<file path="src/rtl/viterbi_codec.sv">
// Rate-1/2, K=3 convolutional codec: (7,5) encoder plus a hard-decision
// Viterbi decoder with register-exchange survivors.
// Handshake: single-cycle strobes with no backpressure. The encoder consumes
// d_in on every rising edge where enable_i is high, and it raises valid_o for
// exactly one cycle per symbol produced. The decoder consumes d_in on every
// rising edge where enable is high. A consumer must take each symbol in the
// cycle where it is valid.

module encoder (
  input  logic       clk,
  input  logic       rst,
  input  logic       enable_i,
  input  logic       d_in,
  output logic       valid_o,
  output logic [1:0] d_out
);

  // s[1] is the previous bit; s[0] is the bit before that.
  logic [1:0] s;

  // Produce a symbol from the current bit and the two previous bits, then shift.
  always_ff @(posedge clk or negedge rst) begin
    if (!rst) begin
      s       <= 2'b00;
      d_out   <= 2'b00;
      valid_o <= 1'b0;
    end else if (enable_i) begin
      d_out   <= {d_in ^ s[1] ^ s[0], d_in ^ s[0]};
      valid_o <= 1'b1;
      s       <= {d_in, s[1]};
    end else begin
      valid_o <= 1'b0;
    end
  end

endmodule

module decoder #(
  parameter int L  = 16,
  parameter int MW = 8
) (
  input  logic            clk,
  input  logic            rst,
  input  logic            enable,
  input  logic [1:0]      d_in,
  output logic            d_out,
  output logic [4*MW-1:0] pm_dbg
);

  // Non-zero states start with a handicap, so that decoding begins from state 00.
  localparam logic [MW-1:0] PM_INIT = MW'(1 << (MW - 3));

  logic [MW-1:0] pm       [4];
  logic [L-1:0]  path     [4];
  logic [MW-1:0] acs_pm   [4];
  logic [L-1:0]  acs_path [4];
  logic [MW-1:0] min_pm;
  logic [1:0]    min_idx;

  function automatic logic [1:0] hamming(input logic [1:0] a, input logic [1:0] b);
    logic [1:0] x;
    x = a ^ b;
    return {1'b0, x[1]} + {1'b0, x[0]};
  endfunction

  // Next state {b,a} is reached from {a,0} or from {a,1} on input bit b.
  // A tie keeps the predecessor whose s0 is 0.
  for (genvar g = 0; g < 4; g++) begin : g_acs
    localparam int B = g / 2;
    localparam int A = g % 2;
    localparam logic [1:0] P0 = 2'(2 * A);
    localparam logic [1:0] P1 = 2'(2 * A + 1);
    localparam logic [1:0] E0 = 2'((((B ^ A) & 1) << 1) | B);
    localparam logic [1:0] E1 = 2'((((B ^ A ^ 1) & 1) << 1) | (B ^ 1));

    logic [MW-1:0] cand0;
    logic [MW-1:0] cand1;
    logic          take1;

    assign cand0        = pm[P0] + MW'(hamming(d_in, E0));
    assign cand1        = pm[P1] + MW'(hamming(d_in, E1));
    assign take1        = cand1 < cand0;
    assign acs_pm[g]    = take1 ? cand1 : cand0;
    assign acs_path[g]  = {take1 ? path[P1][L-2:0] : path[P0][L-2:0], 1'(B)};
  end

  // Find the best new metric. A tie goes to the lowest state index.
  always_comb begin
    min_pm  = acs_pm[0];
    min_idx = 2'd0;
    for (int i = 1; i < 4; i++) begin
      if (acs_pm[i] < min_pm) begin
        min_pm  = acs_pm[i];
        min_idx = 2'(i);
      end
    end
  end

  // Commit the normalized metrics and the survivors. Emit the oldest bit of the best path.
  always_ff @(posedge clk or negedge rst) begin
    if (!rst) begin
      pm[0] <= '0;
      pm[1] <= PM_INIT;
      pm[2] <= PM_INIT;
      pm[3] <= PM_INIT;
      for (int i = 0; i < 4; i++) path[i] <= '0;
      d_out <= 1'b0;
    end else if (enable) begin
      for (int i = 0; i < 4; i++) begin
        pm[i]   <= acs_pm[i] - min_pm;
        path[i] <= acs_path[i];
      end
      d_out <= acs_path[min_idx][L-1];
    end
  end

  assign pm_dbg = {pm[3], pm[2], pm[1], pm[0]};

endmodule

module viterbi_codec #(
  parameter int L  = 16,
  parameter int MW = 8
) (
  input  logic            clk,
  input  logic            rst,
  input  logic            enc_enable,
  input  logic            enc_d_in,
  output logic            enc_valid,
  output logic [1:0]      enc_d_out,
  input  logic            dec_enable,
  input  logic [1:0]      dec_d_in,
  output logic            dec_d_out,
  output logic [4*MW-1:0] dec_metrics
);

  encoder u_encoder (
    .clk      (clk),
    .rst      (rst),
    .enable_i (enc_enable),
    .d_in     (enc_d_in),
    .valid_o  (enc_valid),
    .d_out    (enc_d_out)
  );

  decoder #(.L(L), .MW(MW)) u_decoder (
    .clk    (clk),
    .rst    (rst),
    .enable (dec_enable),
    .d_in   (dec_d_in),
    .d_out  (dec_d_out),
    .pm_dbg (dec_metrics)
  );

endmodule

</file>
<file path="config.mk">
export PLATFORM = sky130hd
export DESIGN_NAME = viterbi_codec
export DESIGN_NICKNAME = d
export VERILOG_FILES = /design/src/rtl/viterbi_codec.sv
export SDC_FILE = /design/constraint.sdc
export NUM_CORES = 1
export LEC_CHECK = 0
export CORE_AREA = 2 2 123 125
export CTS_CLUSTER_DIAMETER = 200
export DETAILED_ROUTE_END_ITERATION = 10
export DIE_AREA = 0 0 125 127
export GPL_TIMING_DRIVEN = 0
export HOLD_SLACK_MARGIN = 0.15
export PLACE_DENSITY = 0.86
export SETUP_SLACK_MARGIN = 0.3
export SYNTH_ARGS = -nofsm -noshare
export SYNTH_HDL_FRONTEND = slang
export SYNTH_SLANG_ARGS = --single-unit
</file>
<file path="constraint.sdc">
create_clock -name clk -period 15.94 [get_ports clk]
set_clock_uncertainty 0.15 [all_clocks]
set_input_delay 3.985 -clock clk [delete_from_list [all_inputs] [get_ports clk]]
set_output_delay 3.985 -clock clk [all_outputs]
set_load 0.02 [all_outputs]
</file>
==> Word level (Yosys, flattened, before mapping) <==
Cells that the tools add are included.
{ "totals": {"elab_cells": 61, "out_inout_bits": 36, "register_bits": 96} }
{ "classes": {"n_lt_le_gt_ge": 8, "n_addsub": 16, "bitwise_logic": 7, "muxes": 18} }
{ "op_table": {"columns": ["op", "count"], "rows": [
  ["adder 8 x 2 -> 8 bit", 8],
  ["two-way mux 15 bit", 4],
  ["< comparator 8 bit", 7],
  ["two-way mux 8 bit", 7],
  ["binary-select mux 16 bit (select 2 bit)", 1],
  ["two-way mux 16 bit", 2],
  ["subtractor 8 bit", 4],
  ["adder 1 x 1 -> 2 bit", 4],
  ["two-way mux 2 bit", 2],
  ["greater-or-equal comparator 3 bit, second input constant", 1],
  ["NOT 2 -> 3 bit", 1],
  ["XOR 1 bit", 3],
  ["two-way mux 1 bit", 2],
  ["NOT 1 bit", 2],
  ["NOT 2 bit", 1]
]} }

==> Logic depth before layout (Yosys ltp) <==
{ "logic_depth": {"word_depth": 15, "depth_mapped": 65} }

==> Modules after synthesis <==
From an unflattened synthesis, not the netlist that was laid out.
{ "hier_totals": {"hier_cells": 1068, "area_unflattened_um2": 8909.8} }
{ "by_module_without_submodules": {"columns": ["mod", "seq_area_each_um2", "cells_each", "area_each_um2", "n_inst"], "rows": [
  ["decoder", 2205.9, 1056, 8705.8, 1],
  ["encoder", 125.1, 12, 203.9, 1]
]} }

==> Worst setup path before layout <==
Ideal clock, no wire load.
{ "synth_timing": {"path_type": "input -> register", "startpoint": "input port dec_d_in[0]", "endpoint": "register u_decoder.pm, in the netlist u_decoder.pm_dbg[31]", "n_path_buf": 6, "setup_slack_ns": 0.187, "required_ns": 15.653, "path_stages": 64, "arrival_ns": 15.467, "cell_sequence": "inv_1 ha_1 ha_1 ha_1 a21oi_2 nor2_1 xnor2_1 inv_1 ha_1 nand2_1 o31ai_1 o211ai_1 a221o_1 nand2b_1 buf_2 buf_1 nor2_1 a21oi_1 [28 not listed] a21o_1 o21a_1 a21oi_1 o21a_1 buf_2 clkbuf_1 nor2_1 a21oi_1 ha_1 inv_1 maj3_2 a21oi_2 o211ai_1 a311oi_1 o32ai_1 a221oi_2 xnor2_1 a21oi_1"} }
{ "synth_via": {"elab_chain_len": 12, "word_cells_on_any_way": 29, "cone_classes": "add/sub (13); order compare (7); mux (7); bitwise (2)"} }
{ "synth_rtl": {"columns": ["item", "line_no", "source"], "rows": [
  ["start, declared", "132", "input logic [1:0] dec_d_in,"],
  ["NOT 1 bit (no line) or NOT 2 bit (tied branches)", null, null],
  ["adder 1 x 1 -> 2 bit", "63", "return {1'b0, x[1]} + {1'b0, x[0]};"],
  ["adder 8 x 2 -> 8 bit", "81", "assign cand1 = pm[P1] + MW'(hamming(d_in, E1));"],
  ["< comparator 8 bit", "82", "assign take1 = cand1 < cand0;"],
  ["two-way mux 8 bit", "83", "assign acs_pm[g] = take1 ? cand1 : cand0;"],
  ["< comparator 8 bit", "92", "if (acs_pm[i] < min_pm) begin"],
  ["two-way mux 8 bit", "92", null],
  ["< comparator 8 bit", "92", null],
  ["two-way mux 8 bit", "92", null],
  ["< comparator 8 bit", "92", null],
  ["two-way mux 8 bit", "92", null],
  ["subtractor 8 bit *", "110", "pm[i] <= acs_pm[i] - min_pm;"],
  ["end signal, assigned by index", "110", null],
  ["end, declared", "53", "logic [MW-1:0] pm [4];"]
]} }
Mark *: on every way between the ends. The rest lies on a longest branch, timed or not.
A chain may end at the register's enable or synchronous reset.

==> Final worst setup path <==
{ "layout_timing": {"startpoint": "input port dec_d_in[1]", "endpoint": "register u_decoder.pm, in the netlist u_decoder.pm_dbg[31]"} }
{ "layout_via": {"elab_chain_len": 12, "word_cells_on_any_way": 29, "cone_classes": "add/sub (13); order compare (7); mux (7); bitwise (2)"} }
{ "layout_rtl": {"columns": ["item", "line_no"], "rows": [
  ["NOT 1 bit (no line) or NOT 2 bit (tied branches)", null],
  ["adder 1 x 1 -> 2 bit", "63"],
  ["adder 8 x 2 -> 8 bit, on equally long branches", "80, 81"],
  ["< comparator 8 bit", "82"],
  ["two-way mux 8 bit", "83"],
  ["< comparator 8 bit", "92"],
  ["two-way mux 8 bit", "92"],
  ["< comparator 8 bit", "92"],
  ["two-way mux 8 bit", "92"],
  ["< comparator 8 bit", "92"],
  ["two-way mux 8 bit", "92"],
  ["subtractor 8 bit *", "110"]
]} }
Marks and branches as above.

==> impl_metrics.json <==
{
  "outcome": "finished clean",
  "multi_input_comb_area_um2": 6400,
  "yosysSeqAreaShare_pct": 26.3,
  "n_fill_cell": 1089,
  "yosys-top-cells-area": "dfrtp_1, ha_1, mux2i_1",
  "post-route-period-util_pct": 96.0,
  "routed_via_density": 6.41,
  "synth_cell_types": 85,
  "clkSlewWorstSetupHoldPaths_ns": 0.07,
  "syn_inst": 1076,
  "drive_above_1_share_pct": 14.0,
  "cp_max_fo": 10,
  "port_buffers": 41,
  "worstSetupPathType": "in -> reg",
  "syn_area_per_cell_um2": 8.25,
  "period_minus_slack_ns": 15.31,
  "clk_path_buf_depth": 2,
  "worstSetupEndpointType": "register",
  "final_max_slew_viol_count": 0,
  "drc": 0,
  "cp.required_ns": 15.99,
  "synth_top_area_cell": "dfrtp_1",
  "grt_setup_unrepaired": "no",
  "grt_pass1_wl_um": 41700,
  "grt_max_degree": 64,
  "die-height_um": 127,
  "cts_tree": "built",
  "drv_cap": 0,
  "drtAntennaViolNets": 0,
  "worst-r2r-cell-count": 59,
  "area_growth_pct": 18.2,
  "ys.flop_type": "dfrtp_1",
  "wire_per_inst_um": 20.0,
  "ys_warn_count": 0,
  "synth_edf_count": 0,
  "coreArea_um2": 14400,
  "pin_count": 43,
  "cts_buffers": 9,
  "fmax_mhz": 65.3,
  "worstReg2RegEnd": "u_decoder.pm_dbg[31]$_DFFE_PN0P_",
  "hpwlAfterDp_um": 19600,
  "placed_cell_area_um2": 9540,
  "critPathArrivalTime_ns": 15.36,
  "min_path_cells": 1,
  "grt_overflow": 0,
  "r2r-start": "u_decoder.pm_dbg[21]$_DFFE_PN1P_",
  "setup_violations": 0,
  "synth_common_cells": "nor2_1, a21oi_1, dfrtp_1",
  "vias": 8662,
  "holdCritStartpoint": "u_decoder.path[0]$_DFFE_PN0P_",
  "grt_pass1_vias": 7903,
  "async_reset_ff_share_pct": 100,
  "design_area_um2": 10500,
  "cts_htree_levels": 3,
  "ys_seq_elements": 93,
  "r2r_setup_slack_ns": 4.30,
  "hold_violations": 0,
  "cp-start-kind": "input port",
  "antenna_found_initial": 0,
  "yosys.area.top_type_share_pct": 25.4,
  "die_x_um": 125,
  "drtIter0Drc": 806,
  "nets": 1243,
  "register_area_um2": 2330,
  "drt_wl_total_um": 27100,
  "initial_utilization_pct": 61.5,
  "num_antenna_cells": 0,
  "dieArea_um2": 15900,
  "tightestPinTransition_ns": 1.05,
  "grt_use_total_pct": 32.8,
  "hold_end": "u_decoder.path[0]$_DFFE_PN0P_",
  "gp_congestion": 0.996,
  "syn_area_um2": 8870,
  "ctsRootBufferMaster": "clkbuf_16",
  "cts-hold-fix-buffers": 0,
  "cts_sinks": 93,
  "synth.most_common_cell": "nor2_1",
  "worstSkewPairLatency_ns": 0.37,
  "syn_nets": 1157,
  "hp-class": "reg -> reg",
  "max_stage_delay_ns": 0.33,
  "first_pass_iters": 7,
  "max_slew_margin_pct": 30.3,
  "placementRows": 44,
  "critPathSlowestCell": "mux2_4"
}
## critical path: cells and delay by family
kind / cells / cell delay, ns
AOI/OAI and AO/OA: 26 / 4.63
and+or+nand+nor: 16 / 2.20
adders and majority gates: 8 / 1.96
buffers and inverters: 10 / 1.48
muxes: 2 / 0.60
xor gates and xnor gates: 2 / 0.48
## metrics by stage
stage | util [%] | setup TNS (ns) | instances | setup slack [ns] | hold WS (ns)
global placement | 66.0 | -55.17 | 1301 | -2.57 | 0.309
CTS | 70.6 | 0 | 1329 | 0.301 | 0.331
detailed placement | 66.2 | -63.49 | 1302 | -2.87 | 0.306
floorplan | - | 0 | 1076 | 0.302 | 0.289
finish | 72.7 | 0 | 1351 | 0.634 | 0.324
global route | 72.7 | 0 | 1351 | 0.173 | 0.358
## layer usage
| metal | GRT usage, % | vias up | routed length, um |
|---|---|---|---|
| li1 | - | 4007 | - |
| met1 | 44.2 | 4110 | 11200 |
| met2 | 53.2 | 449 | 12500 |
| met3 | 4.82 | 96 | 2130 |
| met4 | 14.2 | 0 | 1200 |
| met5 | 0 | - | 0 |
## cell type report
cell class                 count  share of cell area, %
multi-input combinational    868                   61.0
sequential                    93                   22.2
timing repair buffer          75                   6.45
buffer                        52                   2.80
inverter                      63                   2.25
tap                          184                   2.19
clock buffer                  10                   2.18
clock inverter                 6                  0.895
## flip-flops by register name, indices dropped and copies added, names as in the netlist
signal and cells:
u_decoder.pm_dbg 32, u_encoder.d_out 2, u_decoder.d_out 1, u_decoder.path 55, u_encoder.s 2, u_encoder.valid_o 1
## cells by family after synthesis
| family | after synthesis | synth area share (%) |
|---|---|---|
| buffers and inverters | 115 | 5.36 |
| adders and majority gates | 79 | 11.0 |
| AOI/OAI and AO/OA | 288 | 21.9 |
| DFF | 93 | 26.3 |
| and+or+nand+nor | 322 | 16.4 |
| muxes | 80 | 9.29 |
| xor gates and xnor gates | 99 | 9.77 |
## worst max-delay path by stage
| stage | from | to | slack (ns) |
|---|---|---|---|
| 2_1_floorplan | dec_d_in[0] | u_decoder.pm_dbg[31]$_DFFE_PN0P_ | 0.30 |
| 3_3_place_gp | dec_d_in[0] | u_decoder.pm_dbg[31]$_DFFE_PN0P_ | -2.57 |
| 3_5_place_dp | dec_d_in[0] | u_decoder.pm_dbg[31]$_DFFE_PN0P_ | -2.87 |
| 4_1_cts | dec_d_in[0] | u_decoder.pm_dbg[31]$_DFFE_PN0P_ | 0.30 |
| 5_1_grt | dec_d_in[1] | u_decoder.pm_dbg[31]$_DFFE_PN0P_ | 0.17 |
| 6_report | dec_d_in[1] | u_decoder.pm_dbg[31]$_DFFE_PN0P_ | 0.63 |
## layout by cell type, fill, tap and decap left out, types with 31 or more instances in the layout
master,count
ha_1,64
mux2i_1,59
xnor2_1,66
nand2_1,77
clkdlybuf4s50_1,38
buf_4,36
a21oi_1,100
dfrtp_1,90
inv_1,60
clkbuf_1,31
nor2_1,140
## repair_timing
item / CTS / global route
buffers inserted: 11 / 21
gates resized for setup: 56 / 32
pin swaps: 7 / 20
setup endpoints to repair: 33 / 25
cloned: 0 / 1
Power is not shown: default switching activity piles up to over one toggle a cycle in this logic, so the estimate is an artifact.
==> edit 1, RTL diff (config.mk and constraints unchanged) <==
Reset style: synchronous (`rst`), changed in 2 clocked blocks.
--- a/src/rtl/viterbi_codec.sv
+++ b/src/rtl/viterbi_codec.sv
@@ -19,7 +19,7 @@
   logic [1:0] s;
 
   // Produce a symbol from the current bit and the two previous bits, then shift.
-  always_ff @(posedge clk or negedge rst) begin
+  always_ff @(posedge clk) begin
     if (!rst) begin
       s       <= 2'b00;
       d_out   <= 2'b00;
@@ -97,7 +97,7 @@
   end
 
   // Commit the normalized metrics and the survivors. Emit the oldest bit of the best path.
-  always_ff @(posedge clk or negedge rst) begin
+  always_ff @(posedge clk) begin
     if (!rst) begin
       pm[0] <= '0;
       pm[1] <= PM_INIT;
Formal check against the unedited RTL: differs if rst is asserted again (counterexample within 4 cycles, from zero or initial values and one cycle with rst low); with rst held inactive, the same outputs for 10 cycles.
==> edit 1 against the unedited design <==
Core utilization shrank 3.6 points. Final area decreased by 5.0%. Sequential share of layout area rose by 5.4 points. Setup slack improved by 0.14 ns. Critical path type unchanged. Cell count decreased by 13%. Sequential cell count up 1. Register-to-register slack improved by 0.21 ns. Fmax grew 0.92%. Area after synthesis fell by 1.3%. Routed wire length fell by 22%. Critical endpoint is now u_decoder.pm[3][7]$_SDFFCE_PN0P_. Count of clock-buffer cells in the layout fell by 1.
Power is left out: the tool's default activity adds up to more than one toggle a clock period on the data nets, which glitch-free logic cannot reach.
==> edit 1: results (changes against the unedited design) <==
All-Layer GR Usage: 0.268 (-0.0598)
Avg Synthesized Cell Area: 9.44 sq um (+14%)
Final HPWL DP: 15.9 mm (-19%)
drt via density: 6.06 (-5.5%)
antenna violations before repair: 1 (+1)
post-route ant nets: 0 (unchanged)
worst reg-to-reg path cell count: 54 (-8.5%)
largest net degree at the start of global routing: 69 (+7.8%)
Routed WL: 21.2 mm (-22%)
Async SR Flop Fraction: 0 (-1.00)
Largest stage delay, worst path: 0.43 ns (+0.10 ns)
Synth area leaders: edfxtp_1, ha_1, mux2i_1, nor2_1, xnor2_1
hold path cells: 2 (+1)
Commonest cells post-synth: nor2_1, edfxtp_1, mux2i_1
H-Tree Depth: 3 (unchanged)
Placer Congestion: 0.882 (-11%)
outcome: completed
top-count cell post-synth: nor2_1
# nets final: 1069 (-14%)
Top Registers: u_decoder.path: 56 flops, u_decoder.pm: 32 flops
CP startpoint: dec_d_in[0]
Max clock buf depth: 2 (unchanged)
Starting DRT DRC Count: 505 (-37%)
slack of the worst reg-to-reg path: 4.51 ns (+0.21 ns)
first-pass GRT wire length: 34.2 mm (-18%)
Pre-Repair DR Iteration Count: 5 (-2)
fmax: 0.0659 GHz (+0.92%)
post-place setup slack: -1.78 ns (+1.09 ns)
Top FF cell, synth: edfxtp_1
Critical Path AT: 15.20 ns (-0.16 ns)
Netlist cell types: 98 (+15%)
slowest CP cell: o41ai_4
Hold Path End: u_decoder.d_out$_SDFFE_PN0P_
Hold WS: 0.334 ns (+0.0105 ns)
CTS Root Cell: clkbuf_16
placed cells: 1154 (-11%)
# diodes: 0 (unchanged)
max_slew headroom: 0.434 (+0.131)
yosys warns: 0 (unchanged)
layout cells sized above 1: 0.148 (+0.00806)
Post-synth EDFFs: 87 (+87)
Clock transition at path regs: 0.07 ns (about the same)
HP Start: u_decoder.d_out$_SDFFE_PN0P_
IO Port Bufs: 41 (unchanged)
CTS Buf Count: 9 (unchanged)
DR vias: 7142 (-18%)
FF-to-FF End: u_decoder.pm[3][7]$_SDFFCE_PN0P_
worst setup path endpoint: u_decoder.pm[3][7]$_SDFFCE_PN0P_
sequential fraction of the synthesis area: 0.314 (+0.0517)
vias in the first global route: 6901 (-13%)
syn nets: 1007 (-13%)
worst r2r src: u_decoder.pm[3][1]$_SDFFCE_PN0P_
cell family with most CP delay: compound AO/OA/AOI/OAI gates
==> edit 1: cell types whose count changed after synthesis, sizes merged, moves of 7 or more <==
cell,unedited run,this run
nand2,82,52
and3,8,18
nor2,140,131
dfxtp,0,7
a21oi,113,52
mux2,19,8
edfxtp,0,87
maj3,5,12
xnor2,69,53
a31oi,24,7
dfrtp,90,0
clkbuf,32,19
mux2i,61,81
==> edit 1: area by class of cell <==
class	instances	area, sq um
sequential	94	2750
buffer	38	230
fill	1089	4460
timing repair buffer	51	495
clock buffer	9	225
multi-input combinational	737	5730
tap	184	230
clock inverter	7	80.1
inverter	59	224
==> edit 1: per-stage QoR <==
stage               cell area, sq um   util
floorplan                       8760      -
global route                    9970  0.691
global placement                9400  0.651
detailed placement              9430  0.654
CTS                             9870  0.684
finish                          9970  0.691
==> edit 1: cell families after synthesis <==
logic type,synth area share
simple gates,0.164
compound gates,0.161
buf+inv,0.0506
flops,0.314
mux,0.106
xor+xnor,0.0870
fa+ha+maj,0.117
==> edit 1: timing repair <==
action,CTS,global route
buffers inserted,6,3
pin swaps,3,4
resized for setup,25,25
endpoints found under the setup margin,33,21
cloned,0,0
==> edit 1: per-layer routing <==
layer / vias up / track usage / routed length, um
met5: - / 0 / 0
met4: 0 / 0.123 / 699
met3: 46 / 0.0285 / 1030
met2: 232 / 0.456 / 10200
met1: 3406 / 0.348 / 9240
li1: 3458 / - / -
==> edit 1: worst register-to-register path, delay by kind of cell (launching register included) <==
family | cells | cell delay (ns)
AO/OA/AOI/OAI | 26 | 5.30
adder cells (fa/ha/maj) | 7 | 1.71
buffers and inverters | 9 | 1.38
AND/OR/NAND/NOR | 7 | 1.15
multiplexers | 3 | 0.76
flip-flops | 1 | 0.40
XOR/XNOR | 2 | 0.40
==> edit 2, RTL diff (same settings) <==
Without the edit above. `MW` is set to 8 in 2 places; all go to 9.
--- a/src/rtl/viterbi_codec.sv
+++ b/src/rtl/viterbi_codec.sv
@@ -37,7 +37,7 @@
 
 module decoder #(
   parameter int L  = 16,
-  parameter int MW = 8
+  parameter int MW = 9
 ) (
   input  logic            clk,
   input  logic            rst,
@@ -120,7 +120,7 @@
 
 module viterbi_codec #(
   parameter int L  = 16,
-  parameter int MW = 8
+  parameter int MW = 9
 ) (
   input  logic            clk,
   input  logic            rst,
Interface: changed (resized dec_metrics); port bits go from 43 to 47. The function was not compared with the original's and may differ.
==> edit 2 against the unedited design <==
Cell count grew 1.9%. Routed wire length grew 0.48%. Via count grew 2.8%. Fmax grew 0.55%. Sequential cell count grew 4. Count of clock-buffer cells in the layout is the same. Setup slack gained 0.084 ns. Die area is the same. Final area grew 1.7%. Area after synthesis grew 6.6%. Critical endpoint is now u_decoder.pm_dbg[6]$_DFFE_PN0P_.
Power is not shown: default switching activity piles up to over one toggle a cycle in this logic, so the estimate is an artifact.
==> edit 2: results (changes against the unedited design) <==
max_slew headroom: 0.427 (+0.124)
hold path cells: 1 (unchanged)
# nets final: 1283 (+3.2%)
All-Layer GR Usage: 0.342 (+0.0142)
yosys warns: 0 (unchanged)
drt via density: 6.47 (+0.90%)
# diodes: 0 (unchanged)
Placement Cell Area: 0.0102 sq mm (+6.6%)
M1 WL: 11.6 mm (+3.6%)
slack of the worst reg-to-reg path: 4.61 ns (+0.31 ns)
vias in the first global route: 8680 (+9.8%)
Final min period: 15.22 ns (-0.0839 ns)
IO Port Bufs: 46 (+12%)
Commonest cells post-synth: nor2_1, a21oi_1, dfrtp_1
post-place setup slack: -2.17 ns (+0.702 ns)
Synth area leaders: dfrtp_1, ha_1, mux2i_1, a21oi_1, xnor2_1
met3 Use GR: 0.0582 (+0.0101)
Netlist cell types: 91 (+7.1%)
worst reg-to-reg path cell count: 53 (-10%)
met2 Usage GRT: 0.551 (+0.0198)
largest net degree at the start of global routing: 52 (-19%)
placed cells: 1357 (+4.2%)
first-pass GRT wire length: 43.5 mm (+4.4%)
Top FF cell, synth: dfrtp_1
xor-xnor portion of the synthesized cell area: 0.0861 (-0.0116)
Pre-Repair DR Iteration Count: 5 (-2)
Largest stage delay, worst path: 0.44 ns (+0.11 ns)
slowest CP cell: maj3_1
CP startpoint: dec_d_in[0]
Largest Register: u_decoder.path
Synth Area in Adders: 0.126 (+0.0158)
Avg Synthesized Cell Area: 8.40 sq um (+1.9%)
outcome: completed
Async SR Flop Fraction: 1.00 (unchanged)
CTS Buf Count: 9 (unchanged)
Max clock buf depth: 2 (unchanged)
syn nets: 1221 (+5.5%)
DR vias: 8908 (+2.8%)
met3 WL: 2.26 mm (+6.0%)
FF-to-FF End: u_decoder.pm_dbg[6]$_DFFE_PN0P_
routed wl met2: 12.3 mm (-1.3%)
Placer Congestion: 0.948 (-4.8%)
antenna violations before repair: 0 (unchanged)
routed len/inst: 19.7 um (-1.4%)
Critical Path AT: 15.31 ns (-0.05 ns)
Starting DRT DRC Count: 882 (+9.4%)
layout cells sized above 1: 0.107 (-0.0324)
worst r2r src: u_decoder.pm_dbg[10]$_DFFE_PN0P_
sequential fraction of the synthesis area: 0.257 (-0.00575)
Final HPWL DP: 20.9 mm (+7.0%)
mux share of post-synthesis cell area: 0.104 (+0.0106)
Compound-Gate Fraction of Synth Area: 0.223 (+0.00344)
worst skew pair latency: 0.36 ns
Max Used Layer: met4
GR Util met1: 0.459 (+0.0175)
==> edit 2: cell types whose count changed in the layout (fill, tap and decap cells not counted), sizes merged, moves of 9 or more <==
| cell | unedited run | this run |
|---|---|---|
| o211ai | 11 | 20 |
| a21o | 13 | 25 |
| a31oi | 24 | 8 |
| buf | 56 | 31 |
| mux2i | 61 | 73 |
| nand2 | 82 | 67 |
| ha | 74 | 88 |
| a21oi | 113 | 125 |
| nor2b | 14 | 5 |
==> edit 2: repair_timing <==
action | in CTS | in global routing
resized for setup | 26 | 23
setup buffers | 2 | 2
pin swaps | 2 | 2
endpoints found under the setup margin | 37 | 25
==> edit 2: layout make-up <==
type | instances | area, sq um
clock inverters | 6 | 65.1
flip-flops and latches | 97 | 2430
repair buffers | 51 | 509
multi-input cells | 908 | 6700
clock buffers | 10 | 229
fillers | 1111 | 3750
plain buffers | 53 | 254
well taps | 184 | 230
inverters | 68 | 259
==> edit 2: worst min-delay path by stage <==
stage / start / endpoint / slack (ns)
3_5_place_dp: u_decoder.path[0]$_DFFE_PN0P_ / u_decoder.path[0]$_DFFE_PN0P_ / 0.31
5_1_grt: u_decoder.path[0]$_DFFE_PN0P_ / u_decoder.path[0]$_DFFE_PN0P_ / 0.37
6_report: u_decoder.path[0]$_DFFE_PN0P_ / u_decoder.path[0]$_DFFE_PN0P_ / 0.33
4_1_cts: u_decoder.path[0]$_DFFE_PN0P_ / u_decoder.path[0]$_DFFE_PN0P_ / 0.33
3_3_place_gp: u_decoder.path[0]$_DFFE_PN0P_ / u_decoder.path[0]$_DFFE_PN0P_ / 0.31
2_1_floorplan: u_decoder.path[0]$_DFFE_PN0P_ / u_decoder.path[0]$_DFFE_PN0P_ / 0.29
